--- config.mk ---
export PLATFORM = sky130hd
export DESIGN_NAME = trace_capture
export DESIGN_NICKNAME = d
export VERILOG_FILES = /design/src/rtl/trace_capture.sv
export SDC_FILE = /design/constraint.sdc
export NUM_CORES = 1
export LEC_CHECK = 0
export CELL_PAD_IN_SITES_DETAIL_PLACEMENT = 2
export CELL_PAD_IN_SITES_GLOBAL_PLACEMENT = 2
export CORE_MARGIN = 5
export CORE_UTILIZATION = 30
export CTS_CLUSTER_SIZE = 24
export DETAILED_ROUTE_END_ITERATION = 7
export GPL_ROUTABILITY_DRIVEN = 0
export PLACE_DENSITY_LB_ADDON = 0.1
export SETUP_SLACK_MARGIN = 0.1
export SLEW_MARGIN = 10
export SYNTH_ARGS = -nofsm -noshare
export SYNTH_HDL_FRONTEND = slang
export SYNTH_SLANG_ARGS = --single-unit
--- constraint.sdc ---
create_clock -name clk -period 20.6 [get_ports clk]
set_input_delay 6.18 -clock clk [delete_from_list [all_inputs] [get_ports clk]]
set_output_delay 6.18 -clock clk [all_outputs]
set_load 0.05 [all_outputs]
--- src/rtl/trace_capture.sv ---
// rtl/trace_capture.sv - timestamped commit-trace capture FIFO
//
// Samples the core's register-write and data-memory activity every clock.
// Each active cycle becomes one record, and the record is pushed into a
// first-word-fall-through FIFO. Records drain over a valid/ready stream.
//
// Ports:
//   clk, reset            core clock; synchronous active-high reset
//   enable                capture enable (buffered records still drain when low)
//   reg_write_sig/num/data register-file write observation
//   wr, rd, addr          data-memory strobes and word address
//   wr_data, rd_data      data-memory write / read data
//   out_valid/ready/data  head-of-FIFO record stream
//   drop_count            saturating count of events lost to a full FIFO
//   overflow              sticky flag, set on the first drop
//
// Record layout, MSB first:
//   {stamp, lost, reg_we, mem_wr, mem_rd, reg_num, reg_data, addr, mem_data}

module trace_capture #(
  parameter int DEPTH = 16,
  parameter int CYC_W = 16
) (
  input  logic                  clk,
  input  logic                  reset,
  input  logic                  enable,
  input  logic                  reg_write_sig,
  input  logic [4:0]            reg_num,
  input  logic [31:0]           reg_data,
  input  logic                  wr,
  input  logic                  rd,
  input  logic [8:0]            addr,
  input  logic [31:0]           wr_data,
  input  logic [31:0]           rd_data,
  output logic                  out_valid,
  input  logic                  out_ready,
  output logic [82+CYC_W-1:0]   out_data,
  output logic [15:0]           drop_count,
  output logic                  overflow
);

  localparam int REC_W = 82 + CYC_W;
  localparam int AW    = $clog2(DEPTH);

  logic [CYC_W-1:0] cyc_q;
  logic [AW:0]      wr_ptr_q;
  logic [AW:0]      rd_ptr_q;
  logic [REC_W-1:0] mem_q [DEPTH];
  logic             lost_pending_q;
  logic [15:0]      drop_count_q;
  logic             overflow_q;

  logic             event_d;
  logic             empty_d;
  logic             full_d;
  logic             pop_d;
  logic             push_d;
  logic             drop_d;
  logic [REC_W-1:0] rec_d;
  logic [31:0]      mem_data_d;

  // Extra pointer MSB distinguishes full from empty when the indices match.
  assign empty_d = (wr_ptr_q == rd_ptr_q);
  assign full_d  = (wr_ptr_q[AW] != rd_ptr_q[AW]) &&
                   (wr_ptr_q[AW-1:0] == rd_ptr_q[AW-1:0]);

  assign event_d = enable && (reg_write_sig || wr || rd);
  assign pop_d   = !empty_d && out_ready;
  // A same-cycle pop frees the slot the push needs, so full + pop still pushes.
  assign push_d  = event_d && (!full_d || pop_d);
  assign drop_d  = event_d && full_d && !pop_d;

  // Write data wins over read data for the illegal wr=rd=1 case.
  always_comb begin
    mem_data_d = 32'd0;
    if (wr) begin
      mem_data_d = wr_data;
    end else if (rd) begin
      mem_data_d = rd_data;
    end
  end

  assign rec_d = {cyc_q,
                  lost_pending_q,
                  reg_write_sig,
                  wr,
                  rd,
                  reg_write_sig ? reg_num  : 5'd0,
                  reg_write_sig ? reg_data : 32'd0,
                  (wr || rd)    ? addr     : 9'd0,
                  mem_data_d};

  always_ff @(posedge clk) begin
    if (reset) begin
      cyc_q          <= '0;
      wr_ptr_q       <= '0;
      rd_ptr_q       <= '0;
      lost_pending_q <= 1'b0;
      drop_count_q   <= 16'd0;
      overflow_q     <= 1'b0;
    end else begin
      cyc_q <= cyc_q + 1'b1;
      if (push_d) begin
        wr_ptr_q <= wr_ptr_q + 1'b1;
      end
      if (pop_d) begin
        rd_ptr_q <= rd_ptr_q + 1'b1;
      end
      // The lost marker rides on the next record that actually enters the FIFO.
      if (drop_d) begin
        lost_pending_q <= 1'b1;
      end else if (push_d) begin
        lost_pending_q <= 1'b0;
      end
      if (drop_d && (drop_count_q != 16'hFFFF)) begin
        drop_count_q <= drop_count_q + 16'd1;
      end
      if (drop_d) begin
        overflow_q <= 1'b1;
      end
    end
  end

  // Storage is not reset; the pointers alone define which entries are live.
  always_ff @(posedge clk) begin
    if (push_d && !reset) begin
      mem_q[wr_ptr_q[AW-1:0]] <= rec_d;
    end
  end

  assign out_valid  = !empty_d;
  assign out_data   = empty_d ? '0 : mem_q[rd_ptr_q[AW-1:0]];
  assign drop_count = drop_count_q;
  assign overflow   = overflow_q;

endmodule

==> impl_metrics.json <==
{
  "p_per_area_nw_per_um2": 110,
  "globalRouteOverflowTotal": 0,
  "critPathRequiredTime_ns": 14.42,
  "coreArea_um2": 204000,
  "cp-end-kind": "output pin",
  "avgViaCountPerCell": 5.08,
  "regArea_um2": 48100,
  "area_growth_pct": 18.8,
  "peakVddDrop_uv": 92.6,
  "syn-num-nets": 2893,
  "cts-hold-fix-buffers": 0,
  "final_cells": 5929,
  "drc": 0,
  "hp-class": "register to register",
  "wire_per_inst_um": 30.9,
  "outcome": "finished clean",
  "p_clk_share_pct": 39.3,
  "clk_pin_slew_ns": 0.06,
  "setup_ws_ns": 9.03,
  "antenna_cells": 0,
  "finalMaxSlewViolations": 0,
  "total_power_mw": 8.02,
  "drt-pass1-iter-count": 6,
  "drt-total-wl_um": 183000,
  "pin_count": 233,
  "hold_viol": 0,
  "start_util_pct": 30.1,
  "synth_area_um2": 61500,
  "switching_share_pct": 25.8,
  "synth_edf_count": 1568,
  "pre_cts_ws_ns": 9.54,
  "max_stage_delay_ns": 0.90,
  "worstPathCellList": "buf_12 -> buf_4 -> mux4_2 -> a22oi_1 -> a21oi_1 -> clkdlybuf4s50_1",
  "vias": 30100,
  "hold_depth": 2,
  "fin_crit_sh_pct": 56.1,
  "cts_resized": 0,
  "antenna_found_initial": 10,
  "crit_path_max_fanout": 106,
  "die_height_um": 463,
  "multiInputGateArea_um2": 12900,
  "num_rows": 166,
  "grt_usage_pct": 17.0,
  "fmaxAchievable_mhz": 86.5,
  "cts_root_buf": "clkbuf_16",
  "dpl.cell_count": 5599,
  "tightest_slew_ns": 1.16,
  "dpl_cell_area_um2": 67300,
  "final_area_um2": 73000,
  "async_flop_share_pct": 0,
  "ys_seq_area_share_pct": 78.2,
  "nNetsFinal": 3218,
  "p_leak_nw": 22.1,
  "grt_pass1_vias": 34300,
  "synth_flop_cell": "edfxtp_1",
  "die_x_um": 463,
  "avgSynthCellArea_um2": 22.2,
  "fin_util_pct": 35.8,
  "drive_gt1_share_pct": 23.6,
  "critPathArrivalTime_ns": 5.39,
  "rsz0062_at_grt": "false",
  "start_kind": "register",
  "netSwitchingPower_mw": 2.07,
  "synth_top_area_cell": "edfxtp_1",
  "syn_inst": 2769,
  "ant_nets": 0,
  "clockBufferDepth": 3,
  "htreeDepth": 4,
  "cts_buffers": 181,
  "reg2reg_depth": 8,
  "yosys.cell_types.count": 47,
  "min_period_ns": 11.57,
  "synth_top_area_share_pct": 76.6,
  "hold_ws_ns": 0.450,
  "pwr-share-comb_pct": 15.1,
  "ys_seq_elements": 1616,
  "portBuffers": 232,
  "slew_headroom_pct": 22.4,
  "dieArea_um2": 214000,
  "drtIter0Drc": 2378,
  "crit_type": "register to output pin",
  "synth_area_leaders": "edfxtp_1 77%, mux4_2 14%, a22oi_1 2.4%",
  "grt_max_degree": 136,
  "setup_tns_ns": 0,
  "drv_cap": 0,
  "p_seq_share_pct": 45.6,
  "clk_latency_ns": 0.80,
  "grt_pass1_wl_um": 262000,
  "slowest_stage": "buf_4",
  "cts_num_sinks": 1616,
  "fillers": 19500,
  "finalClockSkew_ns": 0.0215,
  "yosys_warnings": 0,
  "dp_hpwl_um": 97500,
  "internal_power_mw": 5.95,
  "cts_tree": "built",
  "cts_setup_buffers": 0,
  "setup_viol": 0
}
[state kept, by name, indices dropped and copies added (netlist names), named ones only]
name / count
wr_ptr_q: 5
drop_count: 16
rd_ptr_q: 5
lost_pending_q: 1
mem_q: 1568
overflow: 1
cyc_q: 16
[critical path: cells and delay by family, from the launching register on]
kind	cells	cell delay [ns]
muxes	1	0.60
AOI/OAI and AO/OA	2	0.71
buffers and inverters	3	2.36
DFF	1	0.73
[kinds of logic after synthesis]
group,synth area share (%)
adder cells (fa/ha/maj),0.142
AO/OA/AOI/OAI,4.05
AND/OR/NAND/NOR,1.69
XOR/XNOR,0.399
flip-flops,78.2
buffers and inverters,1.13
multiplexers,14.4
[Yosys cell counts (5+ instances only)]
cell,instances
and2_1,41
buf_2,49
mux4_2,392
xor2_1,11
buf_1,28
dfxtp_1,48
a22oi_1,196
nor4_1,7
nor2b_1,16
nor2_1,45
nand2_1,17
or3_1,5
inv_1,6
edfxtp_1,1568
o31ai_1,7
or4_1,6
xnor2_1,17
clkbuf_1,86
nand4_1,11
ha_1,7
a21oi_1,116
nand3_1,18
o21ai_0,7
a22o_1,31
[worst paths after layout]
path	start	end	slack, ns
worst max-delay path	register	out_data[78]	9.03
worst min-delay path	overflow	overflow	0.45
worst max register to register	wr_ptr_q[2]	mem_q[4][32]	15.72
worst min register to register	overflow	overflow	0.45
[per-layer routing]
layer	vias up	routed length, um	GRT usage (%)
met1	16800	80300	22.6
met2	581	94100	29.7
met4	2	2580	3.35
met5	-	13	0
met3	201	6350	2.67
li1	12500	-	-
[cell type report]
type	instances	share of cell area, %
Sequential cell	1616	65.8
Timing Repair Buffer	305	4.02
Tap cell	2688	4.60
Clock inverter	108	1.24
Inverter	6	0.0308
Clock buffer	222	6.66
Multi-Input combinational cell	984	17.7
[power groups by stage]
stage          Combinational, mW  Sequential [mW]  Clock [mW]
3_3_place_gp                1.24             3.72           0
3_5_place_dp                1.25             3.73           0
4_1_cts                     1.25             3.66        3.26
2_1_floorplan              0.835             3.71           0
5_1_grt                     1.29             3.66        3.40
6_report                    1.21             3.66        3.15
[layout by cell type, fill, tap and decap left out, types with 4 or more instances in the layout]
cell,netlist,layout
nand4_1,11,11
nand2_1,17,17
a22o_1,31,31
edfxtp_1,1568,1568
o31ai_1,7,7
and3_1,4,4
clkbuf_16,0,188
nor2_4,1,16
mux4_2,392,392
clkdlybuf4s50_1,0,229
a22oi_1,196,196
nor2_1,45,30
nor2b_4,0,5
a21oi_1,116,116
nand3_1,18,18
buf_4,0,68
clkbuf_1,86,31
clkinv_2,0,41
xnor2_1,17,17
bufinv_16,0,14
clkinv_1,0,43
nor2b_1,16,10
or3_1,5,5
inv_1,6,6
and2_1,41,39
o21ai_0,7,7
inv_6,0,4
nor4_2,1,5
nor3_1,4,4
ha_1,7,7
or4_1,6,6
buf_12,0,6
dfxtp_1,48,45
xor2_1,11,11
Note: power is estimated with default switching activity, not from simulation.
